--- config.mk ---
export PLATFORM = sky130hd
export DESIGN_NAME = id_ex_reg_flat
export DESIGN_NICKNAME = d
export VERILOG_FILES = /design/src/rtl/id_ex_if.sv /design/src/rtl/id_ex_reg.sv /design/src/flat_wrapper.sv
export SDC_FILE = /design/constraint.sdc
export NUM_CORES = 1
export LEC_CHECK = 0
export ABC_CLOCK_PERIOD_IN_PS = 5200
export BUFFER_PORTS_ARGS = -buffer_cell sky130_fd_sc_hd__buf_2
export CORE_AREA = 2 2 115 117
export CTS_CLUSTER_SIZE = 14
export DETAILED_ROUTE_END_ITERATION = 10
export DIE_AREA = 0 0 117 119
export GPL_ROUTABILITY_DRIVEN = 0
export PLACE_DENSITY = 0.69
export SLEW_MARGIN = 20
export SYNTH_ARGS = -nofsm -noshare
export SYNTH_HDL_FRONTEND = slang
export SYNTH_SLANG_ARGS = --single-unit
--- constraint.sdc ---
create_clock -name clk -period 5.2 [get_ports clk]
set_input_delay 1.04 -clock clk [delete_from_list [all_inputs] [get_ports clk]]
set_output_delay 1.04 -clock clk [all_outputs]
set_load 0.01 [all_outputs]
--- src/rtl/id_ex_if.sv ---
// ID/EX boundary bundle: decoded ID fields, forwarding sources and the
// operands/control handed to the EX stage.
interface id_ex_if #(
    parameter int WORD_LEN    = 32,
    parameter int REG_IDX_LEN = 5,
    parameter int ALUCTL_LEN  = 3
);
    logic                   stall;
    logic                   flush;
    logic                   in_valid;
    logic [WORD_LEN-1:0]    in_rs_val;
    logic [WORD_LEN-1:0]    in_rt_val;
    logic [15:0]            in_imm;
    logic [REG_IDX_LEN-1:0] in_rs_idx;
    logic [REG_IDX_LEN-1:0] in_rt_idx;
    logic [REG_IDX_LEN-1:0] in_rd_idx;
    logic [ALUCTL_LEN-1:0]  in_alucontrol;
    logic                   in_alusrc;
    logic                   in_imm_signed;
    logic                   in_regwrite;
    logic                   in_memread;
    logic                   in_memwrite;
    logic                   in_memtoreg;

    logic                   exmem_regwrite;
    logic [REG_IDX_LEN-1:0] exmem_rd;
    logic [WORD_LEN-1:0]    exmem_result;
    logic                   memwb_regwrite;
    logic [REG_IDX_LEN-1:0] memwb_rd;
    logic [WORD_LEN-1:0]    memwb_result;

    logic [WORD_LEN-1:0]    a;
    logic [WORD_LEN-1:0]    b;
    logic [ALUCTL_LEN-1:0]  alucontrol;
    logic [WORD_LEN-1:0]    store_data;
    logic                   ex_valid;
    logic                   ex_regwrite;
    logic                   ex_memread;
    logic                   ex_memwrite;
    logic                   ex_memtoreg;
    logic [REG_IDX_LEN-1:0] ex_rd;
    logic                   load_use_hazard;

    // Decode/hazard side drives the ID fields and observes the EX outputs.
    modport master (
        output stall, flush, in_valid, in_rs_val, in_rt_val, in_imm,
               in_rs_idx, in_rt_idx, in_rd_idx, in_alucontrol, in_alusrc,
               in_imm_signed, in_regwrite, in_memread, in_memwrite, in_memtoreg,
               exmem_regwrite, exmem_rd, exmem_result,
               memwb_regwrite, memwb_rd, memwb_result,
        input  a, b, alucontrol, store_data, ex_valid, ex_regwrite,
               ex_memread, ex_memwrite, ex_memtoreg, ex_rd, load_use_hazard
    );

    modport slave (
        input  stall, flush, in_valid, in_rs_val, in_rt_val, in_imm,
               in_rs_idx, in_rt_idx, in_rd_idx, in_alucontrol, in_alusrc,
               in_imm_signed, in_regwrite, in_memread, in_memwrite, in_memtoreg,
               exmem_regwrite, exmem_rd, exmem_result,
               memwb_regwrite, memwb_rd, memwb_result,
        output a, b, alucontrol, store_data, ex_valid, ex_regwrite,
               ex_memread, ex_memwrite, ex_memtoreg, ex_rd, load_use_hazard
    );
endinterface

--- src/rtl/id_ex_reg.sv ---
// ID/EX pipeline register feeding the alu, with operand forwarding and
// load-use hazard detection. Forwarding muxes exist only with ID_EX_FORWARD_EN.
module id_ex_reg #(
    parameter int WORD_LEN    = 32,
    parameter int REG_IDX_LEN = 5,
    parameter int ALUCTL_LEN  = 3
) (
    input  logic    clk,
    input  logic    rst,
    id_ex_if.slave  bus
);

    logic                   valid_q,      valid_d;
    logic                   regwrite_q,   regwrite_d;
    logic                   memread_q,    memread_d;
    logic                   memwrite_q,   memwrite_d;
    logic                   memtoreg_q,   memtoreg_d;
    logic                   alusrc_q,     alusrc_d;
    logic [ALUCTL_LEN-1:0]  alucontrol_q, alucontrol_d;
    logic [REG_IDX_LEN-1:0] rs_idx_q,     rs_idx_d;
    logic [REG_IDX_LEN-1:0] rt_idx_q,     rt_idx_d;
    logic [REG_IDX_LEN-1:0] rd_idx_q,     rd_idx_d;
    logic [WORD_LEN-1:0]    rs_val_q,     rs_val_d;
    logic [WORD_LEN-1:0]    rt_val_q,     rt_val_d;
    logic [WORD_LEN-1:0]    imm_q,        imm_d;

    logic [WORD_LEN-1:0]    imm_ext;

    assign imm_ext = {{(WORD_LEN-16){bus.in_imm_signed & bus.in_imm[15]}}, bus.in_imm};

    always_comb begin
        valid_d      = valid_q;
        regwrite_d   = regwrite_q;
        memread_d    = memread_q;
        memwrite_d   = memwrite_q;
        memtoreg_d   = memtoreg_q;
        alusrc_d     = alusrc_q;
        alucontrol_d = alucontrol_q;
        rs_idx_d     = rs_idx_q;
        rt_idx_d     = rt_idx_q;
        rd_idx_d     = rd_idx_q;
        rs_val_d     = rs_val_q;
        rt_val_d     = rt_val_q;
        imm_d        = imm_q;
        if (bus.flush) begin
            // Bubble: everything cleared so nothing stale can match a hazard.
            valid_d      = 1'b0;
            regwrite_d   = 1'b0;
            memread_d    = 1'b0;
            memwrite_d   = 1'b0;
            memtoreg_d   = 1'b0;
            alusrc_d     = 1'b0;
            alucontrol_d = '0;
            rs_idx_d     = '0;
            rt_idx_d     = '0;
            rd_idx_d     = '0;
            rs_val_d     = '0;
            rt_val_d     = '0;
            imm_d        = '0;
        end else if (!bus.stall) begin
            valid_d      = bus.in_valid;
            regwrite_d   = bus.in_valid & bus.in_regwrite;
            memread_d    = bus.in_valid & bus.in_memread;
            memwrite_d   = bus.in_valid & bus.in_memwrite;
            memtoreg_d   = bus.in_valid & bus.in_memtoreg;
            alusrc_d     = bus.in_alusrc;
            alucontrol_d = bus.in_alucontrol;
            rs_idx_d     = bus.in_rs_idx;
            rt_idx_d     = bus.in_rt_idx;
            rd_idx_d     = bus.in_rd_idx;
            rs_val_d     = bus.in_rs_val;
            rt_val_d     = bus.in_rt_val;
            imm_d        = imm_ext;
        end
    end

    always_ff @(posedge clk or posedge rst) begin
        if (rst) begin
            valid_q      <= 1'b0;
            regwrite_q   <= 1'b0;
            memread_q    <= 1'b0;
            memwrite_q   <= 1'b0;
            memtoreg_q   <= 1'b0;
            alusrc_q     <= 1'b0;
            alucontrol_q <= '0;
            rs_idx_q     <= '0;
            rt_idx_q     <= '0;
            rd_idx_q     <= '0;
            rs_val_q     <= '0;
            rt_val_q     <= '0;
            imm_q        <= '0;
        end else begin
            valid_q      <= valid_d;
            regwrite_q   <= regwrite_d;
            memread_q    <= memread_d;
            memwrite_q   <= memwrite_d;
            memtoreg_q   <= memtoreg_d;
            alusrc_q     <= alusrc_d;
            alucontrol_q <= alucontrol_d;
            rs_idx_q     <= rs_idx_d;
            rt_idx_q     <= rt_idx_d;
            rd_idx_q     <= rd_idx_d;
            rs_val_q     <= rs_val_d;
            rt_val_q     <= rt_val_d;
            imm_q        <= imm_d;
        end
    end

    // Operand 0 is rs, operand 1 is rt.
    logic [WORD_LEN-1:0] src_val [2];
    logic [WORD_LEN-1:0] opnd    [2];

    assign src_val[0] = rs_val_q;
    assign src_val[1] = rt_val_q;

`ifdef ID_EX_FORWARD_EN
    logic [REG_IDX_LEN-1:0] src_idx [2];
    logic                   ex_hit  [2];
    logic                   wb_hit  [2];

    assign src_idx[0] = rs_idx_q;
    assign src_idx[1] = rt_idx_q;

    genvar gi;
    generate
        for (gi = 0; gi < 2; gi++) begin : g_fwd
            assign ex_hit[gi] = bus.exmem_regwrite && (src_idx[gi] != '0)
                                && (bus.exmem_rd == src_idx[gi]);
            assign wb_hit[gi] = bus.memwb_regwrite && (src_idx[gi] != '0)
                                && (bus.memwb_rd == src_idx[gi]);
            assign opnd[gi]   = ex_hit[gi] ? bus.exmem_result :
                                wb_hit[gi] ? bus.memwb_result : src_val[gi];
        end
    endgenerate
`else
    genvar gi;
    generate
        for (gi = 0; gi < 2; gi++) begin : g_nofwd
            assign opnd[gi] = src_val[gi];
        end
    endgenerate

    logic unused_fwd_inputs;
    assign unused_fwd_inputs = ^{rs_idx_q, rt_idx_q, bus.exmem_result,
                                 bus.memwb_result, bus.memwb_regwrite, bus.memwb_rd};
`endif

    assign bus.a           = opnd[0];
    assign bus.b           = alusrc_q ? imm_q : opnd[1];
    assign bus.store_data  = opnd[1];
    assign bus.alucontrol  = alucontrol_q;
    assign bus.ex_valid    = valid_q;
    assign bus.ex_regwrite = regwrite_q;
    assign bus.ex_memread  = memread_q;
    assign bus.ex_memwrite = memwrite_q;
    assign bus.ex_memtoreg = memtoreg_q;
    assign bus.ex_rd       = rd_idx_q;

    // rt only counts as a read when it feeds the alu or is the store value.
    logic id_rt_used;
    logic ex_rd_dep;
    assign id_rt_used = !bus.in_alusrc || bus.in_memwrite;
    assign ex_rd_dep  = (rd_idx_q != '0) && ((rd_idx_q == bus.in_rs_idx)
                        || ((rd_idx_q == bus.in_rt_idx) && id_rt_used));

`ifdef ID_EX_FORWARD_EN
    assign bus.load_use_hazard = !rst && bus.in_valid && valid_q && memread_q && ex_rd_dep;
`else
    logic mem_rd_dep;
    assign mem_rd_dep = (bus.exmem_rd != '0) && ((bus.exmem_rd == bus.in_rs_idx)
                        || ((bus.exmem_rd == bus.in_rt_idx) && id_rt_used));
    assign bus.load_use_hazard = !rst && bus.in_valid &&
                                 ((valid_q && regwrite_q && ex_rd_dep) ||
                                  (bus.exmem_regwrite && mem_rd_dep));
`endif

endmodule

--- src/flat_wrapper.sv ---
// flat-port wrapper written by rule: the top's interface ports become plain ports
module id_ex_reg_flat 
#(
    parameter int WORD_LEN    = 32,
    parameter int REG_IDX_LEN = 5,
    parameter int ALUCTL_LEN  = 3
)
  (clk, rst, bus_stall, bus_flush, bus_in_valid, bus_in_rs_val, bus_in_rt_val, bus_in_imm, bus_in_rs_idx, bus_in_rt_idx, bus_in_rd_idx, bus_in_alucontrol, bus_in_alusrc, bus_in_imm_signed, bus_in_regwrite, bus_in_memread, bus_in_memwrite, bus_in_memtoreg, bus_exmem_regwrite, bus_exmem_rd, bus_exmem_result, bus_memwb_regwrite, bus_memwb_rd, bus_memwb_result, bus_a, bus_b, bus_alucontrol, bus_store_data, bus_ex_valid, bus_ex_regwrite, bus_ex_memread, bus_ex_memwrite, bus_ex_memtoreg, bus_ex_rd, bus_load_use_hazard);
  id_ex_if #(.WORD_LEN(WORD_LEN), .REG_IDX_LEN(REG_IDX_LEN), .ALUCTL_LEN(ALUCTL_LEN)) bus_i ();
  input  logic clk;
  input  logic rst;
  input wire logic [$bits(bus_i.stall)-1:0] bus_stall;
  input wire logic [$bits(bus_i.flush)-1:0] bus_flush;
  input wire logic [$bits(bus_i.in_valid)-1:0] bus_in_valid;
  input wire logic [$bits(bus_i.in_rs_val)-1:0] bus_in_rs_val;
  input wire logic [$bits(bus_i.in_rt_val)-1:0] bus_in_rt_val;
  input wire logic [$bits(bus_i.in_imm)-1:0] bus_in_imm;
  input wire logic [$bits(bus_i.in_rs_idx)-1:0] bus_in_rs_idx;
  input wire logic [$bits(bus_i.in_rt_idx)-1:0] bus_in_rt_idx;
  input wire logic [$bits(bus_i.in_rd_idx)-1:0] bus_in_rd_idx;
  input wire logic [$bits(bus_i.in_alucontrol)-1:0] bus_in_alucontrol;
  input wire logic [$bits(bus_i.in_alusrc)-1:0] bus_in_alusrc;
  input wire logic [$bits(bus_i.in_imm_signed)-1:0] bus_in_imm_signed;
  input wire logic [$bits(bus_i.in_regwrite)-1:0] bus_in_regwrite;
  input wire logic [$bits(bus_i.in_memread)-1:0] bus_in_memread;
  input wire logic [$bits(bus_i.in_memwrite)-1:0] bus_in_memwrite;
  input wire logic [$bits(bus_i.in_memtoreg)-1:0] bus_in_memtoreg;
  input wire logic [$bits(bus_i.exmem_regwrite)-1:0] bus_exmem_regwrite;
  input wire logic [$bits(bus_i.exmem_rd)-1:0] bus_exmem_rd;
  input wire logic [$bits(bus_i.exmem_result)-1:0] bus_exmem_result;
  input wire logic [$bits(bus_i.memwb_regwrite)-1:0] bus_memwb_regwrite;
  input wire logic [$bits(bus_i.memwb_rd)-1:0] bus_memwb_rd;
  input wire logic [$bits(bus_i.memwb_result)-1:0] bus_memwb_result;
  output wire logic [$bits(bus_i.a)-1:0] bus_a;
  output wire logic [$bits(bus_i.b)-1:0] bus_b;
  output wire logic [$bits(bus_i.alucontrol)-1:0] bus_alucontrol;
  output wire logic [$bits(bus_i.store_data)-1:0] bus_store_data;
  output wire logic [$bits(bus_i.ex_valid)-1:0] bus_ex_valid;
  output wire logic [$bits(bus_i.ex_regwrite)-1:0] bus_ex_regwrite;
  output wire logic [$bits(bus_i.ex_memread)-1:0] bus_ex_memread;
  output wire logic [$bits(bus_i.ex_memwrite)-1:0] bus_ex_memwrite;
  output wire logic [$bits(bus_i.ex_memtoreg)-1:0] bus_ex_memtoreg;
  output wire logic [$bits(bus_i.ex_rd)-1:0] bus_ex_rd;
  output wire logic [$bits(bus_i.load_use_hazard)-1:0] bus_load_use_hazard;
  assign bus_i.stall = bus_stall;
  assign bus_i.flush = bus_flush;
  assign bus_i.in_valid = bus_in_valid;
  assign bus_i.in_rs_val = bus_in_rs_val;
  assign bus_i.in_rt_val = bus_in_rt_val;
  assign bus_i.in_imm = bus_in_imm;
  assign bus_i.in_rs_idx = bus_in_rs_idx;
  assign bus_i.in_rt_idx = bus_in_rt_idx;
  assign bus_i.in_rd_idx = bus_in_rd_idx;
  assign bus_i.in_alucontrol = bus_in_alucontrol;
  assign bus_i.in_alusrc = bus_in_alusrc;
  assign bus_i.in_imm_signed = bus_in_imm_signed;
  assign bus_i.in_regwrite = bus_in_regwrite;
  assign bus_i.in_memread = bus_in_memread;
  assign bus_i.in_memwrite = bus_in_memwrite;
  assign bus_i.in_memtoreg = bus_in_memtoreg;
  assign bus_i.exmem_regwrite = bus_exmem_regwrite;
  assign bus_i.exmem_rd = bus_exmem_rd;
  assign bus_i.exmem_result = bus_exmem_result;
  assign bus_i.memwb_regwrite = bus_memwb_regwrite;
  assign bus_i.memwb_rd = bus_memwb_rd;
  assign bus_i.memwb_result = bus_memwb_result;
  assign bus_a = bus_i.a;
  assign bus_b = bus_i.b;
  assign bus_alucontrol = bus_i.alucontrol;
  assign bus_store_data = bus_i.store_data;
  assign bus_ex_valid = bus_i.ex_valid;
  assign bus_ex_regwrite = bus_i.ex_regwrite;
  assign bus_ex_memread = bus_i.ex_memread;
  assign bus_ex_memwrite = bus_i.ex_memwrite;
  assign bus_ex_memtoreg = bus_i.ex_memtoreg;
  assign bus_ex_rd = bus_i.ex_rd;
  assign bus_load_use_hazard = bus_i.load_use_hazard;
  id_ex_reg #(.WORD_LEN(WORD_LEN), .REG_IDX_LEN(REG_IDX_LEN), .ALUCTL_LEN(ALUCTL_LEN)) u_core (.clk(clk), .rst(rst), .bus(bus_i));
endmodule
; Word-level counts from Yosys, hierarchy flattened
; Index checks and enable logic that the tools add are counted.
[totals]
wordCells = 61
in_bits = 185
regBits = 110
out_inout_bits = 110
[op_classes]
n_mux = 23
bitwise = 5
reduce_logical = 17
n_eq_ne = 5
[op_table]
columns = cell, n
row1 = 32-bit 2-to-1 mux, 7
row2 = 5-bit == test, 4
row3 = 1-bit 2-to-1 mux, 12
row4 = 5-bit 2-to-1 mux, 2
row5 = 5-bit nonzero test, 2
row6 = 1-bit logical AND, 9
row7 = 3-bit 2-to-1 mux, 2
row8 = 1-bit bitwise AND, 5
row9 = 1-bit logical OR, 4
row10 = 1-bit zero test, 2
row11 = "2-bit by 1-bit != test with 1-bit output, second input constant", 1

; Longest topological paths before layout
; Gate-level depths: netlist of the first run.
[logic_depth]
depth_word = 8
mapped_depth = 5
ltp_nobuf = 4

; Least setup slack after synthesis of the first run
; No wires, ideal clock.
[synth_path]
kind = input port to output port
startpoint = input port bus_exmem_rd[0]
endpoint = output port bus_load_use_hazard
stages = 3
t_arrival_ns = 1.824
t_required_ns = 4.160
n_path_buf = 0
setup_slack_ns = 2.336
cell_sequence = or4_1 -> o211ai_1 -> o22ai_1
[synth_between]
elab_chain_cells = 7
word_cells_on_any_way = 9
cone_classes = eq/ne (2) / reduce/logical (7)
[synth_lines]
columns = element, line
row1 = "start, declared", flat_wrapper.sv:29  ; input wire logic [$bits(bus_i.exmem_rd)-1:0] bus_exmem_rd;
row2 = 5-bit == test, id_ex_reg.sv:171  ; || ((bus.exmem_rd == bus.in_rt_idx) && id_rt_used));
row3 = 1-bit logical AND, id_ex_reg.sv:171
row4 = 1-bit logical OR, id_ex_reg.sv:171
row5 = 1-bit logical AND *, id_ex_reg.sv:170  ; assign mem_rd_dep = (bus.exmem_rd != '0) && ((bus.exmem_rd == bus.in_rs_idx)
row6 = 1-bit logical AND *, id_ex_reg.sv:174  ; (bus.exmem_regwrite && mem_rd_dep));
row7 = 1-bit logical OR *, id_ex_reg.sv:173  ; ((valid_q && regwrite_q && ex_rd_dep) ||
row8 = 1-bit logical AND *, id_ex_reg.sv:172  ; assign bus.load_use_hazard = !rst && bus.in_valid &&
row9 = "end, declared", flat_wrapper.sv:44  ; output wire logic [$bits(bus_i.load_use_hazard)-1:0] bus_load_use_hazard;
; Every way passes the cells marked *; elsewhere a longest branch is shown, timed or not.

; Final worst setup path of the first run
; Same ends and word-level chain as after synthesis.

==> qor_table.md, run 1 <==
| Stage | Parameter | This run |
| --- | --- | --- |
| worst setup path | Critical Path End Type | primary output |
| die | Initial cell density of the core | 0.3444 |
| yosys | Post-Synthesis Net Count | 585 |
| sta | Clock tree skew after final layout | 0 ps |
| final layout | Fill cell total of the finished layout | 1234 |
| min path | Hold Startpoint | u_core.imm_q[9]$_DFFE_PP0P_ |
| yosys | Arithmetic-cell share of the synthesized area counting full adders, half adders and majority gates | 0 |
| detailed routing | Total routed wirelength | 11.01 mm |
| sta | Fin crit share | 0.6103 |
| yosys | Total of flip-flops plus latches after synthesis | 95 |
| die | Number of core rows | 42 |
| final layout | Total area of sequential cells | 2377 um^2 |
| global route | Global router's overall resource usage | 0.1616 |
| die | Die Y-Extent | 119 um |
| pwr | IR drop worst, VDD | 171.4 uV |
| sta | Setup TNS | 0 ps |
| yosys | Most instantiated flip-flop cell in the synthesis netlist | sky130_fd_sc_hd__dfrtp_1 |
| die | Total core area | 12870 um^2 |
| flow run | Number of maximum-capacitance constraint violations | 0 |
| yosys | Sequential share of the synthesized area | 0.5361 |
| placement | Buffers added on ports | 224 |
| die | Die footprint | 13920 um^2 |
| pwr | Static leakage | 3.375 nW |
| yosys | Unique cell type count in the Yosys netlist | 28 |
| sta | Number of pins exceeding their max-slew limit in the final report | 0 |
| clocking | CTS H-tree depth | 3 |
| clocking | # clock sinks | 95 |
| final layout | Share of post-route cells with drive strength above 1 | 0.4188 |
| worst setup path | Worst setup SP type | primary input |
| worst setup path | Minimum setup slack among reg-to-reg paths | 4290 ps |
| sta | Normalized max-slew margin | 0.3581 |
| worst setup path | Endpoint of the most critical register-to-register path | u_core.alusrc_q$_DFFE_PP0P_ |
| final layout | Post-layout net count | 796 |
| yosys | Total standard cell area after synthesis | 4434 um^2 |
| yosys | Share of flip-flops with an asynchronous set or reset | 1.000 |
| sta | Unrepaired setup endpoints after global routing | false |
| clocking | Number of buffers inserted during clock tree synthesis | 9 |
| global route | First-pass GRT wire length | 17.62 mm |
| yosys | Post-synthesis area per instance | 11.09 um^2 |
| final layout | Multi-input combinational cell area | 1838 um^2 |
| clocking | Post-CTS Resized | 0 |
| detailed routing | Overall via count from detail_route | 3642 |
| sta | Number of setup violations in the final report | 0 |
| detailed routing | DRC | 0 |
| clocking | Buffers from clock root to sink, at most | 2 |
| yosys | Count of flip-flops with a built-in enable after synthesis | 0 |
| worst setup path | Data required time of the critical path | 4160 ps |
| placement | Post-detail-place hpwl | 7.942 mm |
| global route | Vias in the first global route | 3538 |
| yosys | Synthesis warning total | 0 |
| global route | Number of antenna violations at the first check in global routing | 0 |
| min path | Number of cells on the worst hold path | 2 |
| status | Result of the run | finished clean |
| worst setup path | Reg2Reg Depth | 2 |
| die | DIE WIDTH | 117 um |
| clocking | Clock transition at path regs | 60 ps |
| pwr | Power density over cell area | 296.1 nW/um^2 |
| sta | Time the worst path needs with I/O delays and setup | 3173 ps |
| yosys | Gate count of the mapped netlist | 400 |
| final layout | Number of diodes added for antenna fixing | 0 |
| clocking | Number of buffers inserted by hold repair at cts | 0 |
| final layout | Non-filler instance count after layout | 792 |
| worst setup path | Worst path arrival time | 2130 ps |
| yosys | Xor/xnor share of the synthesized area | 0.03950 |
| final layout | Post-route core utilization | 0.4640 |
| yosys | Share of synthesized area spent on multiplexers | 0.2393 |
| yosys | Share of the synthesized area in compound gates (AO/OA/AOI/OAI) | 0.03781 |
| detailed routing | Antenna-violating nets left | 0 |
| clocking | Post-CTS Setup Bufs | 0 |
| detailed routing | Wire per inst | 13.90 um |
| die | Count of pins on the block boundary | 295 |
| placement | Number of placed cells counting well taps | 776 |
| detailed routing | Initial DRT Pass Iterations | 4 |
| worst setup path | Critical register-to-register path startpoint | u_core.alusrc_q$_DFFE_PP0P_ |
| global route | GRT overflow | 0 |
| clocking | Root Driver | sky130_fd_sc_hd__clkbuf_16 |
| detailed routing | Iteration-0 DRC Markers | 160 |
| yosys | Combinational family with the most area after synthesis | multiplexers |
| global route | Pin count of the biggest net entering global routing | 96 |
| clocking | Insertion delay to the later sink of the worst-skew pair | 340 ps |
| clocking | Clock tree from TritonCTS | built |
| placement | Worst setup slack before clock tree synthesis | 2031 ps |
| sta | Highest clock rate | 315.1 MHz |
| sta | Final WS setup | 2027 ps |
| worst setup path | Class of the most critical setup path | in2out |
| detailed routing | Detailed-route vias per instance | 4.598 |
| min path | Worst min-delay path category | reg2reg |
| final layout | Area added between synthesis and finish | 34.73% |
| sta | Least-Margin Pin Slew | 962.9 ps |
| yosys | Simple-Gate Fraction of Synth Area | 0.09791 |
| sta | Final Hold Vio Count | 0 |
| min path | Hold Crit Endpoint | u_core.imm_q[9]$_DFFE_PP0P_ |
| worst setup path | Largest fanout on the critical path | 3 |
==> kinds of logic (layout without fill, tap and decap cells) <==
family	count (synthesis)	in the layout
buffers and inverters	44	260
AOI/OAI and AO/OA	28	28
DFF	95	95
and+or+nand+nor	109	109
xor gates and xnor gates	20	20
muxes	104	104
==> cells in the mapped netlist (all sizes together), types with 2 or more instances <==
master / count / area [um^2]
buf: 17 / 117.6
or4: 2 / 15.01
a22oi: 5 / 37.54
clkbuf: 10 / 37.54
dfrtp: 95 / 2377
o21ai: 16 / 80.08
inv: 17 / 63.81
mux2i: 88 / 880.8
xnor2: 11 / 96.34
nand2: 3 / 11.26
nor2: 96 / 360.4
nor2b: 3 / 18.77
xor2: 9 / 78.83
a21oi: 2 / 10.01
mux2: 16 / 180.2
==> power by group <==
part / switching, mW / total, mW / internal (mW)
clock: 0.270 / 0.683 / 0.413
combinational: 0.147 / 0.278 / 0.131
sequential: 0.0288 / 0.809 / 0.780
==> layout by cell type (no fill, tap or decap), types with 2 or more instances in the layout <==
cell and n:
sky130_fd_sc_hd__clkbuf_16 9, sky130_fd_sc_hd__nor2_1 96, sky130_fd_sc_hd__buf_2 222, sky130_fd_sc_hd__a22oi_1 5, sky130_fd_sc_hd__a21oi_1 2, sky130_fd_sc_hd__clkbuf_1 2
sky130_fd_sc_hd__nand2_1 3, sky130_fd_sc_hd__dfrtp_1 95, sky130_fd_sc_hd__inv_1 16, sky130_fd_sc_hd__or4_1 2, sky130_fd_sc_hd__clkbuf_8 3, sky130_fd_sc_hd__nor2b_1 3
sky130_fd_sc_hd__mux2i_1 88, sky130_fd_sc_hd__mux2_2 16, sky130_fd_sc_hd__buf_4 4, sky130_fd_sc_hd__xor2_1 9, sky130_fd_sc_hd__o21ai_0 16, sky130_fd_sc_hd__xnor2_1 11
==> how the worst max path moves through the flow <==
stage	from	end	slack, ps	depth (start not counted)
after floorplan	rst	u_core.alusrc_q$_DFFE_PP0P_	1680	1
after detailed placement	bus_exmem_rd[0]	bus_load_use_hazard	2030	5
final	bus_exmem_rd[0]	bus_load_use_hazard	2030	5
after global routing	u_core.alusrc_q$_DFFE_PP0P_	bus_b[27]	1900	4
after global placement	bus_exmem_rd[0]	bus_load_use_hazard	2050	5
after CTS	bus_exmem_rd[0]	bus_load_use_hazard	2030	5
==> area by class of cell <==
cell class              instances  share of cell area
clock buffers                  14             0.04586
multi-input cells             261              0.3076
inverters                      17             0.01110
flip-flops and latches         95              0.3979
clock inverters                 2            0.006283
well taps                     176             0.03686
repair buffers                227              0.1943
==> per-layer routing <==
layer	up-vias	GRT usage	wire length, um
li1	1751	-	-
met1	1741	0.2027	4673
met2	134	0.2572	5337
met3	16	0.04936	786
met4	0	0.06765	211
met5	-	0	0
==> registers in the layout, indices dropped and copies added (netlist names) <==
name / count
u_core.bus.a: 32
u_core.bus.store_data: 32
u_core.bus.ex_memtoreg: 1
u_core.bus.ex_memread: 1
u_core.bus.ex_rd: 5
u_core.alusrc_q: 1
u_core.bus.ex_valid: 1
u_core.imm_q: 17
u_core.bus.ex_regwrite: 1
u_core.bus.alucontrol: 3
u_core.bus.ex_memwrite: 1
==> stage by stage <==
stage	hold slack (ps)	power (mW)	area, um^2
floorplan	477.0	0.9806	4434
global placement	500.7	1.097	5663
detailed placement	507.7	1.105	5663
CTS	522.1	1.800	5974
global route	535.6	1.861	5974
finish	519.6	1.769	5974
==> critical path: stages <==
cell and delay, ps:
sky130_fd_sc_hd__buf_2 120, sky130_fd_sc_hd__or4_1 550, sky130_fd_sc_hd__o211ai_1 190, sky130_fd_sc_hd__o22ai_1 90
sky130_fd_sc_hd__buf_2 150
(Power assumes the default switching activity.)
==> inputs of run 2 (changes only) <==
--- a/config.mk
+++ b/config.mk
@@ -5,14 +5,14 @@
 export SDC_FILE = /design/constraint.sdc
 export NUM_CORES = 1
 export LEC_CHECK = 0
-export ABC_CLOCK_PERIOD_IN_PS = 5200
+export ABC_CLOCK_PERIOD_IN_PS = 2600
 export BUFFER_PORTS_ARGS = -buffer_cell sky130_fd_sc_hd__buf_2
 export CORE_AREA = 2 2 115 117
 export CTS_CLUSTER_SIZE = 14
 export DETAILED_ROUTE_END_ITERATION = 10
 export DIE_AREA = 0 0 117 119
 export GPL_ROUTABILITY_DRIVEN = 0
-export PLACE_DENSITY = 0.69
+export PLACE_DENSITY = 0.72
 export SLEW_MARGIN = 20
 export SYNTH_ARGS = -nofsm -noshare
 export SYNTH_HDL_FRONTEND = slang
==> constraint.sdc (replaced) <==
create_clock -name clk -period 2.6 [get_ports clk]
set_input_delay 0.52 -clock clk [delete_from_list [all_inputs] [get_ports clk]]
set_output_delay 0.52 -clock clk [all_outputs]
set_load 0.01 [all_outputs]
==> run 2 against run 1 <==
Utilization is 0.71 points higher. Sequential share of layout area down 0.60 points. Die area is the same. Clock power increased by 110%. Worst hold slack got worse by 180 ps. Total power increased by 110%. Wire length up 2.1%. Critical path depth down 1. Setup slack worse by 1700 ps. Register-to-register slack got worse by 2500 ps.
==> qor_table.md, run 2 (synthesis gave the netlist of run 1 again) <==
| Stage | Parameter | This run | Change |
| --- | --- | --- | --- |
| status | Result of the run | finished clean |  |
| detailed routing | Antenna-violating nets left | 0 | unchanged |
| detailed routing | Wire per inst | 14.16 um | +1.9% |
| worst setup path | Class of the most critical setup path | reg2out |  |
| global route | Number of antenna violations at the first check in global routing | 1 | +1 |
| final layout | Number of diodes added for antenna fixing | 0 | unchanged |
| detailed routing | Detailed-routed wire length on met3 | 755 um | -3.9% |
| final layout | Commonest non-fill, non-tap cell in the layout | sky130_fd_sc_hd__buf_2 |  |
| pwr | Static leakage | 3.416 nW | +1.2% |
| placement | Number of placed cells counting well taps | 779 | +0.39% |
| detailed routing | Overall via count from detail_route | 3703 | +1.7% |
| sta | Highest clock rate | 430.6 MHz |  |
| worst setup path | Minimum setup slack among reg-to-reg paths | 1780 ps | -2510 ps |
| sta | Final hold slack | 342.9 ps | -176.7 ps |
| clocking | # clock sinks | 95 | unchanged |
| global route | Global router's overall resource usage | 0.1648 | +0.003159 |
| worst setup path | Worst setup SP type | flip-flop |  |
| clocking | Insertion delay to the later sink of the worst-skew pair | 340 ps | about the same |
| sta | Least-Margin Pin Slew | 537.9 ps | -425.0 ps |
| final layout | Post-layout net count | 799 | +0.38% |
| clocking | CTS H-tree depth | 3 | unchanged |
| final layout | Post-route core utilization | 0.4711 | +0.007094 |
| die | Die footprint | 13920 um^2 | unchanged |
| global route | Vias in the first global route | 3845 | +8.7% |
| worst setup path | Critical Path Slowest Stage Cell | sky130_fd_sc_hd__or4_1 |  |
| global route | First-pass GRT wire length | 18.01 mm | +2.2% |
| clocking | Number of buffers inserted during clock tree synthesis | 9 | unchanged |
| final layout | Fin area | 6066 um^2 | +1.5% |
| sta | Unrepaired setup endpoints after global routing | false |  |
| pwr | Power density over cell area | 599.6 nW/um^2 | +100% |
| sta | Final Hold Vio Count | 0 | unchanged |
| final layout | Area added between synthesis and finish | 36.79% |  |
| die | DIE WIDTH | 117 um | unchanged |
| worst setup path | Data required time of the critical path | 2080 ps | -2080 ps |
| detailed routing | Iteration-0 DRC Markers | 122 | -24% |
| worst setup path | Worst-path cell chain | or4_1 > o2111ai_1 > o22ai_1 > buf_2 |  |
| sta | Fin crit share | 0.8933 |  |
| sta | Normalized max-slew margin | 0.6414 | +0.2833 |
| clocking | Number of buffers inserted by hold repair at cts | 0 | unchanged |
| clocking | Post-CTS Setup Bufs | 0 | unchanged |
| pwr | IR drop worst, VDD | 361.1 uV | +110% |
| final layout | Fill cell total of the finished layout | 1218 | -1.3% |
| flow run | Number of maximum-capacitance constraint violations | 0 | unchanged |
| die | Total core area | 12870 um^2 | unchanged |
| sta | Setup TNS | 0 ps | unchanged |
| worst setup path | Worst path arrival time | 1800 ps | -330 ps |
| placement | Placement Cell Area | 5734 um^2 | +1.3% |
| die | Count of pins on the block boundary | 295 | unchanged |
| die | Initial cell density of the core | 0.3444 | unchanged |
| detailed routing | Detailed-route vias per instance | 4.664 | +1.4% |
| pwr | Design Power | 3.637 mW | +110% |
| worst setup path | Critical Path End Type | primary output |  |
| min path | Worst min-delay path category | in2async |  |
| worst setup path | Peak per-stage delay on the critical path | 580 ps | +30 ps |
| global route | GRT overflow | 0 | unchanged |
| detailed routing | Total routed wirelength | 11.24 mm | +2.1% |
| detailed routing | DRC | 0 | unchanged |
| worst setup path | Largest fanout on the critical path | 5 | +2 |
| placement | Post-detail-place hpwl | 8.050 mm | +1.4% |
| clocking | Post-CTS Resized | 0 | unchanged |
| detailed routing | Detailed-routed wire length on met2 | 5.509 mm | +3.2% |
| clocking | Buffers from clock root to sink, at most | 2 | unchanged |
| clocking | Clock tree from TritonCTS | built |  |
| detailed routing | Top layer reached by signal wires | met5 |  |
| detailed routing | Initial DRT Pass Iterations | 4 | unchanged |
| final layout | Non-filler instance count after layout | 794 | +0.25% |
| sta | Number of pins exceeding their max-slew limit in the final report | 0 | unchanged |
| final layout | Most frequent cells in the layout | sky130_fd_sc_hd__buf_2 (223), sky130_fd_sc_hd__nor2_1 (96), sky130_fd_sc_hd__dfrtp_1 (95) |  |
| sta | Final WS setup | 277.4 ps | -1749 ps |
| placement | Buffers added on ports | 224 | unchanged |
| die | Number of core rows | 42 | unchanged |
| die | Die Y-Extent | 119 um | unchanged |
| worst setup path | Reg2Reg Depth | 2 | unchanged |
| sta | Time the worst path needs with I/O delays and setup | 2323 ps |  |
| sta | Clock tree skew after final layout | 0 ps | unchanged |
| global route | Pin count of the biggest net entering global routing | 96 | unchanged |
| placement | Worst setup slack before clock tree synthesis | 486.4 ps | -1544 ps |
| sta | Number of setup violations in the final report | 0 | unchanged |
| clocking | Root Driver | sky130_fd_sc_hd__clkbuf_16 |  |
| detailed routing | Met1 Wirelength | 4.751 mm | +1.7% |
| final layout | Share of post-route cells with drive strength above 1 | 0.4239 | +0.005117 |
| clocking | Clock transition at path regs | 60 ps | about the same |
-- run 2: cell types whose count changed in the layout (fill, tap and decap cells not counted), sizes merged --
cell	before	now
buf	227	230
bufinv	1	2
clkbuf	14	12
inv	17	16
clkinv	0	1
-- run 2: worst max-delay path: cells and delay by family (launching register included) --
kind | cells | cell delay, ps
flip-flops | 1 | 440
AND/OR/NAND/NOR | 1 | 580
AO/OA/AOI/OAI | 2 | 300
buffers and inverters | 1 | 150
-- run 2: cell type report --
| type | count | area [um^2] | area share |
|---|---|---|---|
| flip-flops and latches | 95 | 2377 | 0.3919 |
| multi-input cells | 261 | 1838 | 0.3030 |
| repair buffers | 230 | 1231 | 0.2030 |
| clock buffers | 12 | 266.5 | 0.04394 |
| well taps | 176 | 220.2 | 0.03630 |
| inverters | 17 | 67.56 | 0.01114 |
| clock inverters | 3 | 65.06 | 0.01073 |
-- run 2: path summary, 6_finish.rpt --
kind                                                 startpoint                                    end
setup / recovery                u_core.bus.ex_rd[1]$_DFFE_PP0P_                    bus_load_use_hazard
hold / removal                                              rst     u_core.bus.ex_memtoreg$_DFFE_PP0P_
max in group asynchronous                                   rst            u_core.imm_q[0]$_DFFE_PP0P_
hold reg to reg            u_core.bus.alucontrol[2]$_DFFE_PP0P_   u_core.bus.alucontrol[2]$_DFFE_PP0P_
setup reg to reg                    u_core.alusrc_q$_DFFE_PP0P_            u_core.alusrc_q$_DFFE_PP0P_
min in group clk                              bus_in_rt_val[31]  u_core.bus.store_data[31]$_DFFE_PP0P_
-- run 2: layer usage --
metal | up-vias | GRT usage
met5 | - | 0
met4 | 2 | 0.06765
met3 | 20 | 0.05140
met2 | 139 | 0.2775
met1 | 1781 | 0.1927
li1 | 1761 | -
-- run 2: report_power, final --
| part | internal, mW | switching (mW) |
|---|---|---|
| Combinational | 0.271 | 0.298 |
| Sequential | 1.56 | 0.0581 |
| Clock | 0.914 | 0.536 |
==> inputs of run 3 (changes only) <==
--- a/config.mk
+++ b/config.mk
@@ -13,6 +13,7 @@
 export DIE_AREA = 0 0 117 119
 export GPL_ROUTABILITY_DRIVEN = 0
 export PLACE_DENSITY = 0.72
+export RECOVER_POWER = 100
 export SLEW_MARGIN = 20
 export SYNTH_ARGS = -nofsm -noshare
 export SYNTH_HDL_FRONTEND = slang
==> run 3 against run 2 <==
First-iteration DRC count is 15% higher. Via count hardly changed. Total power is 0.81% lower.
==> qor_table.md, run 3 (synthesis gave the netlist of run 1 again) <==
| Stage | Parameter | This run | Change |
| --- | --- | --- | --- |
| worst setup path | Endpoint of the most critical register-to-register path | u_core.alusrc_q$_DFFE_PP0P_ |  |
| sta | Highest clock rate | 433.9 MHz | +0.77% |
| detailed routing | Detailed-routed wire length on met3 | 766 um | +1.5% |
| die | Count of pins on the block boundary | 295 | unchanged |
| clocking | Insertion delay to the later sink of the worst-skew pair | 340 ps | about the same |
| die | Number of core rows | 42 | unchanged |
| placement | Placement Cell Area | 5734 um^2 | unchanged |
| min path | Number of cells on the worst hold path | 3 |  |
| sta | Setup TNS | 0 ps | unchanged |
| final layout | Area added between synthesis and finish | 32.59% |  |
| clocking | Post-CTS Setup Bufs | 0 | unchanged |
| sta | Number of pins exceeding their max-slew limit in the final report | 0 | unchanged |
| worst setup path | Class of the most critical setup path | reg2out |  |
| clocking | Number of buffers inserted by hold repair at cts | 0 | unchanged |
| final layout | Number of diodes added for antenna fixing | 0 | unchanged |
| worst setup path | Worst setup SP type | flip-flop |  |
| clocking | Clock transition at path regs | 60 ps | about the same |
| final layout | Multi-input combinational cell area | 1838 um^2 | unchanged |
| worst setup path | Data required time of the critical path | 2080 ps | about the same |
| final layout | Post-layout net count | 799 | unchanged |
| die | Total core area | 12870 um^2 | unchanged |
| pwr | Static leakage | 2.970 nW | -13% |
| detailed routing | Total routed wirelength | 11.25 mm | about the same |
| worst setup path | Worst path arrival time | 1780 ps | -20 ps |
| global route | GRT overflow | 0 | unchanged |
| placement | Number of placed cells counting well taps | 779 | unchanged |
| detailed routing | DRC | 0 | unchanged |
| global route | Vias in the first global route | 3845 | unchanged |
| detailed routing | Wire per inst | 14.17 um | about the same |
| worst setup path | Largest fanout on the critical path | 5 | unchanged |
| worst setup path | Critical Path Slowest Stage Cell | sky130_fd_sc_hd__or4_1 |  |
| clocking | Root Driver | sky130_fd_sc_hd__clkbuf_16 |  |
| worst setup path | Peak per-stage delay on the critical path | 570 ps | about the same |
| sta | Fin crit share | 0.8864 | -0.006852 |
| final layout | Commonest non-fill, non-tap cell in the layout | sky130_fd_sc_hd__buf_2 |  |
| worst setup path | Critical path depth | 4 | unchanged |
| status | Result of the run | finished clean |  |
| die | Initial cell density of the core | 0.3444 | unchanged |
| flow run | Number of maximum-capacitance constraint violations | 0 | unchanged |
| detailed routing | Met1 Wirelength | 4.779 mm | +0.59% |
| detailed routing | Antenna-violating nets left | 0 | unchanged |
| pwr | Power density over cell area | 613.6 nW/um^2 | +2.3% |
| final layout | Fin area | 5879 um^2 | -3.1% |
| sta | Time the worst path needs with I/O delays and setup | 2305 ps | -17.82 ps |
| final layout | Most frequent cells in the layout | sky130_fd_sc_hd__buf_2 (113), sky130_fd_sc_hd__clkbuf_1 (111), sky130_fd_sc_hd__nor2_1 (96) |  |
| worst setup path | Minimum setup slack among reg-to-reg paths | 1780 ps | about the same |
| detailed routing | Detailed-routed wire length on met2 | 5.495 mm | -0.25% |
| min path | Hold Crit Endpoint | u_core.bus.store_data[31]$_DFFE_PP0P_ |  |
| die | Die Y-Extent | 119 um | unchanged |
| detailed routing | Initial DRT Pass Iterations | 4 | unchanged |
| die | DIE WIDTH | 117 um | unchanged |
| sta | Clock tree skew after final layout | 0 ps | unchanged |
| sta | Least-Margin Pin Slew | 1287 ps | +749.0 ps |
| clocking | Post-CTS Resized | 0 | unchanged |
| final layout | Share of post-route cells with drive strength above 1 | 0.2443 | -0.1796 |
| sta | Final Hold Vio Count | 0 | unchanged |
| worst setup path | Reg2Reg Depth | 2 | unchanged |
| detailed routing | Iteration-0 DRC Markers | 140 | +15% |
| detailed routing | Detailed-route vias per instance | 4.662 | about the same |
| final layout | Fill cell total of the finished layout | 1293 | +6.2% |
| worst setup path | Worst-path cell chain | or4_1 > o2111ai_1 > o22ai_1 > clkbuf_1 |  |
| clocking | Buffers from clock root to sink, at most | 2 | unchanged |
| sta | Number of setup violations in the final report | 0 | unchanged |
| clocking | CTS H-tree depth | 3 | unchanged |
| die | Die footprint | 13920 um^2 | unchanged |
| clocking | # clock sinks | 95 | unchanged |
| global route | First-pass GRT wire length | 18.01 mm | unchanged |
| worst setup path | CP top delay family | simple AND/OR/NAND/NOR gates |  |
| final layout | Total area of sequential cells | 2377 um^2 | unchanged |
| global route | Global router's overall resource usage | 0.1648 | unchanged |
| min path | Hold Startpoint | bus_in_rt_val[31] |  |
| detailed routing | Overall via count from detail_route | 3702 | -0.027% |
| sta | Unrepaired setup endpoints after global routing | false |  |
| clocking | Clock tree from TritonCTS | built |  |
| pwr | IR drop worst, VDD | 361.3 uV | about the same |
| global route | Pin count of the biggest net entering global routing | 96 | unchanged |
| clocking | Number of buffers inserted during clock tree synthesis | 9 | unchanged |
| detailed routing | Top layer reached by signal wires | met5 |  |
| final layout | Non-filler instance count after layout | 794 | unchanged |
| placement | Post-detail-place hpwl | 8.050 mm | unchanged |
| placement | Buffers added on ports | 224 | unchanged |
| worst setup path | Critical Path End Type | primary output |  |
| global route | Number of antenna violations at the first check in global routing | 1 | unchanged |
| worst setup path | Crit path buffers/inverters | 1 | unchanged |
| min path | Worst min-delay path category | in2reg |  |
| worst setup path | Critical register-to-register path startpoint | u_core.alusrc_q$_DFFE_PP0P_ |  |
| sta | Normalized max-slew margin | 0.1421 | -0.4993 |
==> run 3: tightest hold or removal path, delay by kind of cell <==
family / cells / cell delay, ps
muxes: 1 / 50
and+or+nand+nor: 1 / 70
buffers and inverters: 1 / 70
==> run 3: worst max-delay path by stage <==
stage                                               start                  end  slack [ps]
after floorplan                           bus_exmem_rd[0]  bus_load_use_hazard         780
after global placement                    bus_exmem_rd[0]  bus_load_use_hazard         510
after detailed placement                  bus_exmem_rd[0]  bus_load_use_hazard         490
after CTS                 u_core.bus.ex_rd[1]$_DFFE_PP0P_  bus_load_use_hazard         260
after global routing          u_core.alusrc_q$_DFFE_PP0P_            bus_b[25]         130
final                     u_core.bus.ex_rd[1]$_DFFE_PP0P_  bus_load_use_hazard         300
==> run 3: metal layers <==
layer,global-route usage,up-vias
met5,0,-
met2,0.2775,139
met4,0.06765,2
li1,-,1762
met3,0.05140,18
met1,0.1927,1781
==> run 3: per-stage QoR <==
| stage | setup slack, ps | hold slack, ps | utilization | power (mW) |
|---|---|---|---|---|
| final | 295.3 | 415.8 | 0.4567 | 3.608 |
| after global routing | 128.3 | 414.0 | 0.4567 | 3.783 |
| after CTS | 259.0 | 361.9 | 0.4711 | 3.696 |
| after detailed placement | 486.4 | 512.8 | 0.4454 | 2.223 |
| after global placement | 514.6 | 499.9 | 0.4454 | 2.203 |
| after floorplan | 776.5 | 477.0 | - | 1.962 |
==> run 3: final cells by class <==
cell class | instances | share of cell area
tap | 176 | 0.03745
sequential | 95 | 0.4043
clock inverter | 3 | 0.01107
timing repair buffer | 230 | 0.1777
inverter | 17 | 0.01149
multi-input combinational | 261 | 0.3126
clock buffer | 12 | 0.04533
==> run 3: where the power goes <==
group,internal (mW),switching (mW),total (mW)
sequential,1.56,0.0599,1.62
combinational,0.239,0.298,0.537
clock,0.914,0.537,1.45
total,2.71,0.895,3.61
